[src/rtl/dot_product_mac.sv]
// Sequential multiply-accumulate stage: one (a, b) pair per handshake, an N-cycle
// shift-add multiply, then accumulation until the pair flagged last.
module dot_product_mac #(
  parameter int N     = 8,
  parameter int ACC_W = 2*N+4
) (
  input  logic             clk,
  input  logic             rst_n,
  input  logic             in_valid,
  output logic             in_ready,
  input  logic [N-1:0]     in_a,
  input  logic [N-1:0]     in_b,
  input  logic             in_last,
  output logic             out_valid,
  input  logic             out_ready,
  output logic [ACC_W-1:0] out_sum,
  output logic             out_ovf
);

  localparam int CW = $clog2(N+1);

  typedef enum logic [1:0] {IDLE, MUL, ACC, OUT} state_t;

  state_t           state, state_next;
  logic [2*N-1:0]   mcand;
  logic [2*N-1:0]   product;
  logic [N-1:0]     mplier;
  logic [CW-1:0]    count;
  logic             last;
  logic [ACC_W-1:0] acc;
  logic             ovf;
  logic             valid;
  logic [ACC_W:0]   acc_sum;

  // Extra top bit of the sum captures the carry-out that drives the sticky overflow.
  assign acc_sum = {1'b0, acc} + {{(ACC_W+1-2*N){1'b0}}, product};

  always_ff @(posedge clk or negedge rst_n) begin
    if (!rst_n) state <= IDLE;
    else        state <= state_next;
  end

  always_comb begin
    state_next = state;
    case (state)
      IDLE: if (in_valid)                state_next = MUL;
      MUL:  if (count == CW'(N-1))       state_next = ACC;
      ACC:  state_next = last ? OUT : IDLE;
      OUT:  if (out_ready)               state_next = IDLE;
      default:                           state_next = IDLE;
    endcase
  end

  always_ff @(posedge clk or negedge rst_n) begin
    if (!rst_n) begin
      mcand   <= '0;
      product <= '0;
      mplier  <= '0;
      count   <= '0;
      last    <= 1'b0;
      acc     <= '0;
      ovf     <= 1'b0;
      valid   <= 1'b0;
    end else begin
      case (state)
        IDLE: if (in_valid) begin
          mcand   <= {{N{1'b0}}, in_a};
          mplier  <= in_b;
          last    <= in_last;
          product <= '0;
          count   <= '0;
        end
        MUL: begin
          if (mplier[0]) product <= product + mcand;
          mcand  <= mcand << 1;
          mplier <= mplier >> 1;
          count  <= count + 1'b1;
        end
        ACC: begin
          acc <= acc_sum[ACC_W-1:0];
          if (acc_sum[ACC_W]) ovf <= 1'b1;
          if (last) valid <= 1'b1;
        end
        OUT: if (out_ready) begin
          acc   <= '0;
          ovf   <= 1'b0;
          valid <= 1'b0;
        end
        default: ;
      endcase
    end
  end

  // in_ready is gated by rst_n so it reads low for the whole reset pulse.
  assign in_ready  = rst_n && (state == IDLE);
  assign out_valid = valid;
  assign out_sum   = valid ? acc : '0;
  assign out_ovf   = valid & ovf;

endmodule

[config.mk]
export PLATFORM = sky130hd
export DESIGN_NAME = dot_product_mac
export DESIGN_NICKNAME = d
export VERILOG_FILES = /design/src/rtl/dot_product_mac.sv
export SDC_FILE = /design/constraint.sdc
export NUM_CORES = 1
export LEC_CHECK = 0
export ABC_AREA = 1
export BUFFER_PORTS_ARGS = -buffer_cell sky130_fd_sc_hd__buf_2
export CAP_MARGIN = 20
export CORE_MARGIN = 2
export CORE_UTILIZATION = 50
export DETAILED_ROUTE_END_ITERATION = 12
export HOLD_SLACK_MARGIN = 0.06
export PLACE_DENSITY = 0.69
export REMOVE_ABC_BUFFERS = 1
export SLEW_MARGIN = 20
export SYNTH_ARGS = -nofsm -noshare
export SYNTH_HDL_FRONTEND = slang
export SYNTH_SLANG_ARGS = --single-unit
[constraint.sdc]
create_clock -name clk -period 2.8 [get_ports clk]
set_clock_uncertainty 0.2 [all_clocks]
set_input_delay 0.56 -clock clk [delete_from_list [all_inputs] [get_ports clk]]
set_output_delay 0.56 -clock clk [all_outputs]
set_load 0.005 [all_outputs]
==> results of run 1 <==
## state kept, by name (all words and copies together) (netlist names)
name and flops:
mcand 16, acc 20, last 1, state 2
out_valid 1, mplier 8, ovf 1, count 4
product 16
## cells in the mapped netlist
master,instances
nand2_1,253
inv_1,99
dfrtp_1,69
nor2_1,44
nand3_1,38
a21oi_1,36
ha_1,32
o21ai_0,29
nor3_1,17
a221oi_1,13
nand3b_1,9
o22ai_1,7
buf_2,6
a22o_1,5
and2_1,4
inv_2,4
clkbuf_1,3
o21a_1,3
a31oi_1,2
buf_6,2
fa_1,2
nand4_1,2
nor2_4,2
or2_2,2
xor2_1,2
buf_4,1
inv_4,1
nand2_2,1
nand2_4,1
nor2_2,1
nor2_8,1
o31ai_1,1
xnor2_1,1
## metal layers
layer  track usage  wire length (um)
met5             0                 0
met4        0.0790               197
met3        0.0301               383
met2         0.381              5100
met1         0.361              6110
## per-stage QoR
step / instances / hold WS [ns] / total power, uW / util / instance area, um2
5_1_grt: 873 / 0.122 / 6660 / 0.576 / 5350
3_3_place_gp: 857 / 0.266 / 5090 / 0.555 / 5150
2_1_floorplan: 681 / 0.0644 / 4230 / - / 4730
6_report: 873 / 0.0963 / 6010 / 0.576 / 5350
4_1_cts: 873 / 0.124 / 6030 / 0.576 / 5350
3_5_place_dp: 857 / 0.263 / 5190 / 0.555 / 5150
## worst max-delay path, delay by kind of cell (launching register included)
family | cells | cell delay, ns
adder cells (fa/ha/maj) | 2 | 0.70
AND/OR/NAND/NOR | 7 | 0.91
flip-flops | 1 | 0.41
## cells in the final DEF, fill, tap and decap left out
cell type / instances
a21oi_1: 36
a221oi_1: 13
a22o_1: 5
a31oi_1: 2
and2_1: 4
buf_12: 1
buf_2: 43
buf_4: 3
clkbuf_8: 9
clkinv_8: 1
dfrtp_1: 69
fa_1: 2
ha_1: 32
inv_1: 99
inv_2: 4
inv_4: 1
inv_6: 4
inv_8: 2
nand2_1: 253
nand2_2: 1
nand2_4: 1
nand3_1: 38
nand3b_1: 9
nand4_1: 2
nor2_1: 44
nor2_2: 1
nor2_4: 2
nor2_8: 1
nor3_1: 17
o21a_1: 3
o21ai_0: 29
o22ai_1: 7
o31ai_1: 1
or2_2: 2
xnor2_1: 1
xor2_1: 2
## final timing paths
path | slack, ns | depth (start not counted) | end
worst max-delay path | 0.47 | 9 | acc[8]$_DFFE_PN0P_
worst min-delay path | 0.1 | 2 | product[10]$_DFFE_PN0P_
worst max register to register | 0.47 | 9 | acc[8]$_DFFE_PN0P_
worst min register to register | 0.28 | 2 | last$_DFFE_PN0P_
max in group asynchronous | 1.98 | 2 | product[1]$_DFFE_PN0P_
min in group clk | 0.21 | 3 | last$_DFFE_PN0P_
## cells by family after synthesis
logic type               synth area share
adder cells (fa/ha/maj)            0.0917
buffers and inverters              0.0967
AO/OA/AOI/OAI                       0.119
XOR/XNOR                          0.00547
AND/OR/NAND/NOR                     0.328
flip-flops                          0.360
## layout make-up
| class | instances | area (um2) |
|---|---|---|
| well taps | 129 | 161 |
| multi-input cells | 508 | 2610 |
| flip-flops and latches | 69 | 1730 |
| clock inverters | 7 | 73.8 |
| repair buffers | 47 | 258 |
| inverters | 104 | 393 |
| fillers | 912 | 3940 |
| clock buffers | 9 | 124 |
## where the power goes
part / switching, uW / internal, uW / leakage (uW)
Sequential: 393 / 1410 / 0.000867
Clock: 463 / 354 / 0.000102
Combinational: 2190 / 1210 / 0.00217
Total: 3040 / 2970 / 0.00314
==> out/results.tsv, run 1 <==
metric	value	unit
flops & latches, synth	69	
Synth Instances	693	
slowest CP cell	fa_1	
post-DR vias/cell	5.15	
Final Setup Violations	0	
fin crit period	2.33	ns
CTS buffer count	9	
clk slew on worst S/H paths	0.08	ns
final worst setup slack	0.474	ns
outcome	completed	
CP Data Arrival Time	2.37	ns
post-synthesis sequential area ratio	0.360	
worst reg2reg path startpoint	product[0]$_DFFE_PN0P_	
Tot GR Track Use	0.246	
setup bufs post-CTS	0	
Crit. Startpoint	product[0]$_DFFE_PN0P_	
top post-synthesis cells by area	dfrtp_1, nand2_1, ha_1, inv_1, nand3_1	
Die X-Extent	102	um
CTS Buffer Depth	2	
clk sink count	69	
Synth top area share	0.360	
crit share post-route	0.831	
vias in the first global route	4214	
CP Capture Type	register	
Crit Path Class	register to register	
Initial Utilization	0.517	
Clk Latency, worst-skew pair	0.35	ns
cell mode on critical path	nand3_1	
Hold Fails Final Rpt	0	
RSZ-0062 raised after global routing	false	
die area	0.0104	mm2
Slew Limit Fails	0	
drt drc	0	
PwrDens	1120	mW/mm2
max-cap viol count	0	
CP startpoint kind	register	
Max VDD drop	0.708	mV
Congestion Overflow GR	0	
initial antenna violation count	0	
DRT iter0 DRCs	183	
Critical Path RT	2.84	ns
Slew HR	0.497	
port bufs	43	
WL/cell	13.5	um
# resized after CTS	0	
final WL	11800	um
io pins	44	
yosys warns	0	
Placement Setup Slack	0.514	ns
largest net degree at the start of global routing	70	
share of layout cells above drive strength 1	0.102	
fin nets	794	
routed via count	4492	
Die Y	102	um
f_max	0.430	GHz
Placer Congestion	0.908	
Hold Crit Class	input port to async pin	
antenna diode count	0	
core area	0.00928	mm2
area grow syn2layout	11.4	%
Avg Inst Size Synth	6.93	um2
leakage power	0.00314	uW
highest net fanout along the worst path	4	
Root Buffer	clkbuf_8	
Pre-antenna DRT Iters	5	
H-tree levels	3	
Cell Area, Synth	0.00480	mm2
Setup TNS	0	ns
CTS tree	yes	
dominant cell type by area after synthesis	dfrtp_1	
slowest cell delay on critical path	0.45	ns
Final ANT Viol Nets	0	
Slew @ Worst Pin	0.755	ns
Critical Path, Cell by Cell	ha_1, fa_1, nand3_1, nand3_1, nand2_1, nand3_1, or2_2, nand3_1, nand2_1	
row count	35	
DP Wirelength	9020	um
first-pass GRT wire length	20000	um
Hold-fix buffers, CTS	0	
Yosys cell types	33	
Power figures use the tool's default switching activity.
==> run 2: changes to the inputs <==
Settings changed: ABC_AREA 1 to 0, PLACE_DENSITY 0.69 to 0.72.
Clock period 2.8 ns to 2.05 ns, I/O delays scaled along.
==> run 2 against run 1 <==
The run now ends with negative setup slack left; via count increased by 2.8%; die area down 6.6%; count of clock-buffer cells in the layout up 3; fmax shrank 14%; register-to-register slack got worse by 1.1 ns; final cell count down 9.9%; core utilization increased by 16 points; global-route usage rose by 2.0 points; wire length increased by 12%; first-iteration DRC count is 45% higher; synthesized area fell by 6.8%.
==> out/results.tsv, run 2 <==
metric	value	unit	change
Final Setup Violations	27		+27
die area	0.00972	mm2	-6.6%
area grow syn2layout	42.8	%	
CTS Buffer Depth	2		unchanged
Critical Path, Cell by Cell	ha_2, fa_2, a211o_1, a2111oi_4, o21bai_4, a41oi_2, nor2_1, a32o_1		
final worst setup slack	-0.641	ns	-1.12 ns
Slew HR	0.617		+0.120
outcome	finished with violations		
routed via count	4617		+2.8%
Net Sw Frac	0.447		-0.0594
Slew Limit Fails	0		unchanged
max reg flops	20		unchanged
Setup TNS	-9.56	ns	-9.56 ns
Cell Area, Synth	0.00447	mm2	-6.8%
Pre-antenna DRT Iters	7		+2
power share of the clock group	0.090		-0.046
Synth top area share	0.386		+0.0264
CP Data Arrival Time	2.73	ns	+0.36 ns
antenna diode count	0		unchanged
fin crit period	2.69	ns	+0.365 ns
yosys warns	0		unchanged
top-count cell post-synth	nand2_1		
Max VDD drop	0.842	mV	+19%
H-tree levels	3		unchanged
largest net degree at the start of global routing	70		unchanged
Slew @ Worst Pin	0.574	ns	-0.180 ns
drt drc	0		unchanged
Initial Utilization	0.515		-0.00169
Non-Filler Instances	787		-9.9%
RSZ-0062 raised after global routing	true		
Die X-Extent	98.6	um	-3.3%
Switch Pwr	5780	uW	+90%
max-cap viol count	0		unchanged
Final ANT Viol Nets	0		unchanged
PwrDens	2030	mW/mm2	+80%
commonest non-fill, non-tap cells in the layout	buf_4, nand2_1, dfrtp_1, buf_2, o21ai_0		
CP startpoint kind	register		
sequential share of power	0.201		-0.098
Post-synth EDFFs	0		unchanged
f_max	0.372	GHz	-14%
Placer Congestion	0.896		-1.4%
Top Registers	acc (20), mcand (16), product (16)		
leakage power	0.00306	uW	-2.6%
CP Capture Type	register		
Avg Inst Size Synth	8.74	um2	+26%
violated checks	negative setup slack		
Critical Path RT	2.09	ns	-0.75 ns
WL/cell	16.8	um	+25%
Clk Latency, worst-skew pair	0.34	ns	about the same
post-synthesis sequential area ratio	0.386		+0.0264
Yosys cell types	56		+70%
DP Wirelength	8350	um	-7.4%
crit share post-route	1.31		+0.482
Congestion Overflow GR	0		unchanged
Hold Fails Final Rpt	0		unchanged
vias in the first global route	4352		+3.3%
Synth Flop Type	dfrtp_1		
clk slew on worst S/H paths	0.08	ns	about the same
highest net fanout along the worst path	4		unchanged
share of layout cells above drive strength 1	0.362		+0.260
flops & latches, synth	69		unchanged
Root Buffer	clkbuf_8		
Tot GR Track Use	0.266		+0.0204
CTS tree	yes		
Most flops, register	acc		
Post-Place Cells	754		-12%
fin nets	730		-8.1%
first-pass GRT wire length	21100	um	+5.5%
Final Core Density	0.736		+0.160
Crit Path Class	register to register		
top post-synthesis cells by area	dfrtp_1, ha_1, nand2_1, o21ai_0, a21oi_1		
fillcell total	583		-36%
clk sink count	69		unchanged
Multi-input gate area	0.00304	mm2	+17%
fraction of registers with async set/reset	1.00		unchanged
commonest non-fill, non-tap cell in the layout	buf_4		
slowest CP cell	dfrtp_1		
Die Y	98.6	um	-3.3%
row count	34		-2.9%
Logic pwr share	0.709		+0.144
post-DR vias/cell	5.87		+14%
Synth Instances	512		-26%
initial antenna violation count	0		unchanged
io pins	44		unchanged
register area	0.00173	mm2	unchanged
Hold Crit Class	input port to register		
CTS buffer count	9		unchanged
dominant cell type by area after synthesis	dfrtp_1		
final WL	13200	um	+12%
slowest cell delay on critical path	0.40	ns	-0.05 ns
Int Pwr	7150	uW	+140%
Synth top cells by count	nand2_1, dfrtp_1, o21ai_0		
port bufs	43		unchanged
core area	0.00868	mm2	-6.5%
DRT iter0 DRCs	266		+45%
==> run 2: changes by cell type after synthesis, sizes merged, moves of 20 or more <==
| cell | change |
|---|---|
| inv | -95 |
| o21ai | +23 |
| nand3 | -29 |
| and2 | +21 |
| nor2 | -20 |
| nand2 | -157 |
==> run 2: cells by family (layout without fill, tap and decap cells) <==
family | Yosys count | in the layout | share of synthesized area
and+or+nand+nor | 194 | 194 | 0.201
AOI/OAI and AO/OA | 158 | 158 | 0.232
DFF | 69 | 69 | 0.386
adders and majority gates | 34 | 34 | 0.0985
buffers and inverters | 29 | 196 | 0.0255
xor gates and xnor gates | 22 | 22 | 0.0431
muxes | 6 | 6 | 0.0137
==> run 2: path summary, 6_finish.rpt <==
kind,depth (start not counted),slack [ns],start,end
max in group asynchronous,3,0.85,rst_n,mcand[10]$_DFFE_PN0P_
min reg2reg,1,0.29,product[15]$_DFFE_PN0P_,product[15]$_DFFE_PN0P_
min,3,0.11,in_b[4],mplier[4]$_DFFE_PN0P_
max reg2reg,8,-0.64,acc[0]$_DFFE_PN0P_,ovf$_DFFE_PN0P_
max,8,-0.64,acc[0]$_DFFE_PN0P_,ovf$_DFFE_PN0P_
min in group asynchronous,3,0.47,rst_n,mplier[7]$_DFFE_PN0P_
==> run 2: area by class of cell <==
class                   count  share of cell area
well taps                 108              0.0212
multi-input cells         414               0.476
flip-flops and latches     69               0.270
clock buffers              12              0.0243
inverters                   9             0.00529
repair buffers            172               0.195
clock inverters             3             0.00705
==> run 2: through the flow <==
step	worst slack [ns]	hold WS (ns)	total power, uW	instance area [um2]
after CTS	-0.678	0.0978	11700	6160
after global placement	-0.738	0.273	9320	5590
after floorplan	-0.649	-0.0856	6550	4390
after global routing	-0.736	0.120	13800	6390
final	-0.641	0.106	12900	6390
after detailed placement	-0.776	0.278	9650	5590
==> run 2: power by group through the flow <==
| stage | clock network, uW | registers (uW) | logic [uW] |
|---|---|---|---|
| after floorplan | 0 | 2450 | 4100 |
| after global placement | 0 | 2530 | 6790 |
| after global routing | 1220 | 2680 | 9930 |
| after CTS | 1170 | 2560 | 7980 |
| final | 1160 | 2600 | 9170 |
| after detailed placement | 0 | 2570 | 7090 |
==> run 2: what timing repair did <==
item / 4_1_cts / 5_1_grt
hold endpoints to repair: 72 / 0
endpoints found under the setup margin: 27 / 50
hold buffers: 4 / 0
resized for setup: 71 / 35
pin swaps: 55 / 40
buffers inserted: 13 / 11
==> run 2: critical path, delay by kind of cell (launching register included) <==
family | cells | cell delay, ns
simple gates | 1 | 0.07
fa+ha+maj | 2 | 0.57
compound gates | 5 | 1.35
flops | 1 | 0.40
==> run 2: metal layers <==
layer  part of all wire  GRT usage  vias up  routed length [um]
met5                  0          0        -                   0
met4              0.034      0.114        0                 455
met3              0.047     0.0340       43                 617
met2               0.49      0.440      166                6530
met1               0.43      0.354     2236                5640
li1                   -          -     2172                   -
==> run 3: changes to the inputs <==
Settings changed: PLACE_DENSITY 0.72 to 0.69.
Clock period 2.05 ns to 3.3 ns, I/O delays scaled along.
==> run 3 against run 2 <==
The flow now finishes without violations; final cell count is 15% lower; flip-flop and latch count did not move; count of clock-buffer cells in the layout shrank 3; design area fell by 21%; critical path depth stayed put; fmax shrank 8.4%; first-iteration DRC count is 45% lower.
==> out/results.tsv, run 3 (synthesized netlist as in run 2, its figures left out) <==
metric	value	unit	change
Most flops, register	acc		
antenna diode count	0		unchanged
Root Buffer	clkbuf_8		
hold_sp	product[15]$_DFFE_PN0P_		
highest net fanout along the worst path	5		+1
CTS Buffer Depth	2		unchanged
final total power	5790	uW	-55%
clk sink count	69		unchanged
f_max	0.340	GHz	-8.4%
power share of the clock group	0.156		+0.066
routed via count	3837		-17%
Hold Crit Class	register to register		
clk slew on worst S/H paths	0.08	ns	about the same
core area	0.00868	mm2	unchanged
WL met1	4770	um	-15%
Met2 Routed Length	4420	um	-32%
Crit. Startpoint	product[0]$_DFFE_PN0P_		
commonest non-fill, non-tap cells in the layout	nand2_1, dfrtp_1, o21ai_0, buf_2, a21oi_1		
CP Capture Type	register		
share of layout cells above drive strength 1	0.141		-0.221
Max VDD drop	0.460	mV	-45%
CTS buffer count	9		unchanged
Die Y	98.6	um	unchanged
port bufs	43		unchanged
die area	0.00972	mm2	unchanged
Clk Latency, worst-skew pair	0.34	ns	about the same
Setup TNS	0	ns	+9.56 ns
Slew HR	0.428		-0.190
Slew Limit Fails	0		unchanged
initial antenna violation count	0		unchanged
Initial Utilization	0.515		unchanged
DP Wirelength	7130	um	-15%
largest net degree at the start of global routing	70		unchanged
Hold-fix buffers, CTS	0		-4
WL/cell	14.6	um	-13%
Net Sw Frac	0.445		-0.00158
leakage power	0.00241	uW	-21%
Die X-Extent	98.6	um	unchanged
outcome	completed		
Final ANT Viol Nets	0		unchanged
worst reg2reg path startpoint	product[0]$_DFFE_PN0P_		
Switch Pwr	2580	uW	-55%
Met3 Wirelength	353	um	-43%
Critical Path, Cell by Cell	ha_1, fa_1, a211o_1, a2111oi_4, o21bai_2, a41oi_2, nor2_1, a32o_1		
fin crit period	2.94	ns	+0.248 ns
fillcell total	792		+36%
Hold Fails Final Rpt	0		unchanged
DRT iter0 DRCs	147		-45%
setup bufs post-CTS	0		-13
RSZ-0062 raised after global routing	false		
Slew @ Worst Pin	0.859	ns	+0.284 ns
area grow syn2layout	13.4	%	
Top Registers	acc (20), mcand (16), product (16)		
Int Pwr	3210	uW	-55%
final WL	9750	um	-26%
# resized after CTS	0		-100%
crit share post-route	0.891		-0.422
Final Setup Violations	0		-100%
CP startpoint kind	register		
Critical Path RT	3.34	ns	+1.25 ns
row count	34		unchanged
vias in the first global route	3708		-15%
Tot GR Track Use	0.213		-0.0531
max reg flops	20		unchanged
first-pass GRT wire length	17100	um	-19%
H-tree levels	3		unchanged
drt drc	0		unchanged
max-cap viol count	0		unchanged
Congestion Overflow GR	0		unchanged
max layer used	met4		
Pre-antenna DRT Iters	4		-3
PwrDens	1140	mW/mm2	-44%
Reg2Reg Setup Slack	0.36	ns	+1.00 ns
post-DR vias/cell	5.74		-2.1%
fin nets	610		-16%
sequential share of power	0.284		+0.083
Crit Path Class	register to register		
CTS tree	yes		
slowest cell delay on critical path	0.44	ns	+0.04 ns
slowest CP cell	fa_1		
io pins	44		unchanged
commonest non-fill, non-tap cell in the layout	nand2_1		
Placer Congestion	0.920		+2.7%
Logic pwr share	0.559		-0.150
Min Hold Slack	0.299	ns	+0.193 ns
CP Data Arrival Time	2.98	ns	+0.25 ns
==> run 3: area by class of cell <==
cell class	instances	area (um2)	area share
sequential	69	1730	0.340
timing repair buffer	52	283	0.0557
tap	108	135	0.0266
clock inverter	7	138	0.0271
clock buffer	9	124	0.0244
inverter	9	33.8	0.00666
multi-input combinational	414	2630	0.519
==> run 3: through the flow <==
| step | worst slack, ns | utilization | cell area, um2 | instances |
|---|---|---|---|---|
| final | 0.361 | 0.584 | 5070 | 668 |
| after global routing | 0.244 | 0.584 | 5070 | 668 |
| after CTS | 0.372 | 0.584 | 5070 | 668 |
| after detailed placement | 0.392 | 0.554 | 4810 | 652 |
| after global placement | 0.421 | 0.554 | 4810 | 652 |
| after floorplan | 0.601 | - | 4390 | 492 |
==> run 3: worst paths after layout <==
path                                      endpoint  cells after the start
max                                ovf$_DFFE_PN0P_                      8
min                        product[15]$_DFFE_PN0P_                      1
max reg2reg                        ovf$_DFFE_PN0P_                      8
min reg2reg                product[15]$_DFFE_PN0P_                      1
max in group asynchronous      acc[14]$_DFFE_PN0P_                      2
min in group asynchronous    mplier[7]$_DFFE_PN0P_                      2
==> run 3: routing by layer <==
layer / track usage / vias up
met5: 0 / -
met3: 0.0461 / 15
met2: 0.335 / 74
met1: 0.289 / 1802
li1: - / 1946
met4: 0.0854 / 0
==> run 3: power by group through the flow <==
stage / registers (uW) / clock network [uW] / logic (uW)
after floorplan: 1520 / 0 / 2550
after CTS: 1640 / 925 / 3230
after detailed placement: 1660 / 0 / 3200
after global placement: 1640 / 0 / 3110
final: 1650 / 906 / 3240
after global routing: 1720 / 967 / 3690
==> run 3: worst max-delay path: cells and delay by family, from the launching register on <==
kind                       cells  cell delay, ns
DFF                            1            0.41
AOI/OAI and AO/OA              5            1.48
and+or+nand+nor                1            0.07
adders and majority gates      2            0.69
